File: config.mk
export PLATFORM = sky130hd
export DESIGN_NAME = ps2_frame_rx
export DESIGN_NICKNAME = d
export VERILOG_FILES = /design/src/rtl/ps2_frame_rx.sv
export SDC_FILE = /design/constraint.sdc
export NUM_CORES = 1
export LEC_CHECK = 0
export CAP_MARGIN = 20
export CORE_MARGIN = 2
export CORE_UTILIZATION = 58
export CTS_BUF_LIST = sky130_fd_sc_hd__clkbuf_4 sky130_fd_sc_hd__clkbuf_8 sky130_fd_sc_hd__clkbuf_16
export CTS_CLUSTER_SIZE = 8
export DETAILED_ROUTE_END_ITERATION = 7
export HOLD_SLACK_MARGIN = 0.15
export PLACE_DENSITY = 0.78
export SLEW_MARGIN = 10
export SYNTH_ARGS = -nofsm -noshare
export SYNTH_HDL_FRONTEND = slang
export SYNTH_SLANG_ARGS = --single-unit
File: constraint.sdc
create_clock -name clk -period 2.05 [get_ports clk]
set_input_delay 0.3075 -clock clk [delete_from_list [all_inputs] [get_ports clk]]
set_output_delay 0.3075 -clock clk [all_outputs]
set_load 0.05 [all_outputs]
File: src/rtl/ps2_frame_rx.sv
// ps2_frame_rx: PS/2 device-to-host frame receiver (clk in, rst_n async low; ps2_clk/ps2_data raw pins; code/code_valid/parity_err/frame_err/busy out)
module ps2_frame_rx #(
  parameter int CLK_FREQ        = 50000000,
  parameter int DEBOUNCE_CYCLES = 255,
  parameter int TIMEOUT_US      = 2000
) (
  input  logic       clk,
  input  logic       rst_n,
  input  logic       ps2_clk,
  input  logic       ps2_data,
  output logic [7:0] code,
  output logic       code_valid,
  output logic       parity_err,
  output logic       frame_err,
  output logic       busy
);
  localparam int TO_CYCLES = (CLK_FREQ / 1000000) * TIMEOUT_US;
  localparam int TW = $clog2(TO_CYCLES + 1);
  localparam int DW = $clog2(DEBOUNCE_CYCLES + 1);
  typedef enum logic [1:0] {IDLE, DATA, PARITY, STOP} state_t;
  state_t state, state_n;
  logic [1:0] clk_s, dat_s;
  logic filt, filt_d, fall, timeout;
  logic [DW-1:0] deb_cnt;
  logic [TW-1:0] to_cnt;
  logic [2:0] bit_cnt;
  logic [7:0] shreg;
  logic par, valid_n, perr_n, ferr_n;
  assign fall = filt_d & ~filt;
  assign timeout = (state != IDLE) && (to_cnt + 1'b1 == TW'(TO_CYCLES));
  assign busy = state != IDLE;
  always_ff @(posedge clk or negedge rst_n) begin
    if (!rst_n) begin
      clk_s   <= 2'b11;
      dat_s   <= 2'b11;
      filt    <= 1'b1;
      filt_d  <= 1'b1;
      deb_cnt <= '0;
    end else begin
      clk_s   <= {clk_s[0], ps2_clk};
      dat_s   <= {dat_s[0], ps2_data};
      filt_d  <= filt;
      deb_cnt <= (clk_s[1] == filt || deb_cnt + 1'b1 == DW'(DEBOUNCE_CYCLES)) ? '0 : deb_cnt + 1'b1;
      if (clk_s[1] != filt && deb_cnt + 1'b1 == DW'(DEBOUNCE_CYCLES))
        filt <= clk_s[1];
    end
  end
  always_comb begin
    state_n = state;
    valid_n = 1'b0;
    perr_n  = 1'b0;
    ferr_n  = 1'b0;
    if (fall) begin
      case (state)
        IDLE:    state_n = dat_s[1] ? IDLE : DATA;
        DATA:    state_n = (bit_cnt == 3'd7) ? PARITY : DATA;
        PARITY:  state_n = STOP;
        default: begin
          state_n = IDLE;
          ferr_n  = ~dat_s[1];
          perr_n  = dat_s[1] & ~^{shreg, par};
          valid_n = dat_s[1] & ^{shreg, par};
        end
      endcase
    end else if (timeout) begin
      state_n = IDLE;
      ferr_n  = 1'b1;
    end
  end
  always_ff @(posedge clk or negedge rst_n) begin
    if (!rst_n) begin
      state      <= IDLE;
      bit_cnt    <= '0;
      shreg      <= '0;
      par        <= 1'b0;
      to_cnt     <= '0;
      code       <= '0;
      code_valid <= 1'b0;
      parity_err <= 1'b0;
      frame_err  <= 1'b0;
    end else begin
      state      <= state_n;
      to_cnt     <= (state == IDLE || fall) ? '0 : to_cnt + 1'b1;
      code_valid <= valid_n;
      parity_err <= perr_n;
      frame_err  <= ferr_n;
      if (valid_n)
        code <= shreg;
      if (fall && state == IDLE)
        bit_cnt <= '0;
      if (fall && state == DATA) begin
        shreg   <= {dat_s[1], shreg[7:1]};
        bit_cnt <= bit_cnt + 1'b1;
      end
      if (fall && state == PARITY)
        par <= dat_s[1];
    end
  end
endmodule

==> impl_metrics.toml, run 1 <==
[status]
outcome = "finished, final reports clean"

[critical_path]
arrival_ns = 1.66
reg2reg_depth = 7
end_kind = "output port"
start_kind = "register"
crit_type = "reg -> out"
r2r_slack_ns = 0.10
crit_chain = "or2_2 -> clkdlybuf4s50_1"
cp_slowest_cell = "clkdlybuf4s50_1"
critPathMaxStageDelay_ns = 0.70
cp_max_fo = 2
cp.required_ns = 1.74

[global_route]
grt_pass1_vias = 1665
grt_overflow_total = 0
grt_usage = 0.1892
grt_pass1_wl_um = 7424
grt_max_degree = 57
antenna_found_initial = 0

[yosys]
synthTopCellsByCount = "50 x dfrtp_1, 33 x nor2_1, 20 x xnor2_1"
syn-mean-instance-area_um2 = 11.27
synth-seq-cells = 56
synthFlopType = "dfrtp_1"
synthMostInstantiatedCell = "dfrtp_1"
postSynthCellCount = 228
yosys.area.top_type = "dfrtp_1"
synth-warning-count = 0
async_flop_share = 1.000
synthTopCellsByArea = "dfrtp_1 49%, xnor2_1 6.8%, dfstp_2 6.1%"
syn_area_um2 = 2569
syn-num-nets = 237
synth_edf_count = 0
seq_area_frac_synth = 0.5485
synth_top_area_frac = 0.4871
synth_cell_types = 42

[clock_network]
htree_num_levels = 2
root_buffer = "clkbuf_8"
numCtsBuffers = 5
cts_sinks = 56
cts_buffer_depth = 2
clk_latency_ns = 0.30
cts_tree = "done"
path_clk_slew_ns = 0.09

[placement]
placed_cells = 299
portBuffers = 15
dp_hpwl_um = 2903
routabilityCongestion = 0.8725

[routing]
firstDrtPassIters = 4
viasPerCell = 5.495
vias = 1709
drt_wl_total_um = 4346
postRouteAntennaNets = 0
drt_iter0_drc = 87
wl_per_cell_um = 13.97
drc = 0

[finish]
fin_nets = 267
drive_gt1_frac = 0.1931
diodes = 0
syn2layout_area_growth_pct = 15.64
fin_cells = 311

[sta]
fmax_ghz = 0.5070
max_slew_margin = 0.5483
max_slew.worst_pin.slew_ns = 0.6776
tns_ns = 0
period_share = 0.9622
final_max_slew_viol_count = 0
period_minus_slack_ns = 1.972
rsz0062_at_grt = "true"
skew_ns = 0.006250
setup-violations-final = 0
finalHoldViolCount = 0

[floorplan]
die_h_um = 70.55
die_area_um2 = 4977
core_um2 = 4324
dieWidth_um = 70.55
start_util = 0.5940
pin_count = 16
rows = 24

[power]
ir_worst_vdd_v = 0.0003199
power.density_nw_per_um2 = 602.7
p_leak_nw = 1.303

[min_path]
hold_depth = 0
min_path_type = "reg -> reg"

[flow_run]
max_cap_violations = 0
-- what timing repair did --
action,CTS,global route
resized for setup,0,2
endpoints found under the hold margin,43,0
setup endpoints to repair,0,17
hold buffers,1,0
buffers inserted,0,3
-- state kept, by name, indices dropped and copies added, names as in the netlist, 2 cells and up --
register	flops
dat_s	2
to_cnt	17
state	2
shreg	8
bit_cnt	3
deb_cnt	8
clk_s	2
code	8
-- worst paths after layout --
| kind | from | end |
|---|---|---|
| hold / removal | clk_s[0] | clk_s[1] |
| setup reg to reg | shreg[2] | code[6] |
| setup / recovery | state[0] | busy |
| min in group asynchronous | rst_n | to_cnt[15] |
| max in group asynchronous | rst_n | to_cnt[9] |
| hold reg to reg | clk_s[0] | clk_s[1] |
-- through the flow --
| step | util | worst slack, ns | total power [mW] | hold slack, ns | area (µm²) |
|---|---|---|---|---|---|
| floorplan | - | 0.2251 | 1.154 | 0.01191 | 2569 |
| global placement | 0.6525 | 0.09860 | 1.184 | 0.3456 | 2821 |
| detailed placement | 0.6525 | 0.05595 | 1.186 | 0.3495 | 2821 |
| CTS | 0.6774 | 0.01892 | 1.814 | 0.3597 | 2929 |
| global route | 0.6869 | -0.03099 | 1.866 | 0.3657 | 2970 |
| finish | 0.6869 | 0.07758 | 1.790 | 0.3576 | 2970 |
-- cell families after synthesis --
family | synth area share
compound gates | 0.05358
xor+xnor | 0.09547
fa+ha+maj | 0.02435
buf+inv | 0.01851
flops | 0.5485
mux | 0.08475
simple gates | 0.1749
-- critical path, delay by kind of cell (launching register included) --
family | cells | cell delay (ns)
buffers and inverters | 1 | 0.70
DFF | 1 | 0.38
and+or+nand+nor | 1 | 0.29
-- per-layer routing --
metal	vias up	wire length [µm]	GRT usage
li1	843	-	-
met3	5	162	0.04701
met2	30	2023	0.2925
met4	0	61	0.07547
met1	831	2098	0.2608
met5	-	0	0
-- final cells by class --
| cell class | instances | area [µm²] |
|---|---|---|
| sequential | 56 | 1409 |
| inverter | 4 | 15.01 |
| multi-input combinational | 162 | 1119 |
| fill | 332 | 1354 |
| clock buffer | 7 | 90.09 |
| tap | 52 | 65.06 |
| clock inverter | 1 | 7.507 |
| timing repair buffer | 29 | 265.3 |
-- where the power goes --
group	internal [mW]	switching (mW)
registers	1.12	0.00754
clock network	0.288	0.335
logic	0.0136	0.0294
total	1.42	0.372
-- layout by cell type, fill, tap and decap left out, types with 2 or more instances in the layout --
cell type and n:
nor2_1 33, nor2b_1 3, mux2_2 9, mux2_4 7
a21oi_1 3, ha_1 5, nor4_1 2, clkdlybuf4s50_1 14
or3_1 2, nand2_1 17, inv_1 4, nor3_1 3
nand4_1 6, dfrtp_1 50, and4_1 2, xnor2_1 20
xor2_1 8, o21ai_0 9, nand3_1 11, buf_4 12
dfstp_2 6, clkbuf_8 6, a41o_1 2
Power figures use the tool's default switching activity.
==> inputs of run 2 (changes only) <==
--- a/config.mk
+++ b/config.mk
@@ -13,7 +13,6 @@
 export DETAILED_ROUTE_END_ITERATION = 7
 export HOLD_SLACK_MARGIN = 0.15
 export PLACE_DENSITY = 0.78
-export SLEW_MARGIN = 10
 export SYNTH_ARGS = -nofsm -noshare
 export SYNTH_HDL_FRONTEND = slang
 export SYNTH_SLANG_ARGS = --single-unit
==> results of run 2 <==
The final DEF is identical to that of run 1; final timing and power are the same.
==> inputs of run 3 (changes only) <==
--- a/config.mk
+++ b/config.mk
@@ -11,6 +11,7 @@
 export CTS_BUF_LIST = sky130_fd_sc_hd__clkbuf_4 sky130_fd_sc_hd__clkbuf_8 sky130_fd_sc_hd__clkbuf_16
 export CTS_CLUSTER_SIZE = 8
 export DETAILED_ROUTE_END_ITERATION = 7
+export GPL_ROUTABILITY_DRIVEN = 0
 export HOLD_SLACK_MARGIN = 0.15
 export PLACE_DENSITY = 0.78
 export SYNTH_ARGS = -nofsm -noshare
==> results of run 3 <==
The final DEF is identical to that of run 1; final timing and power are the same.
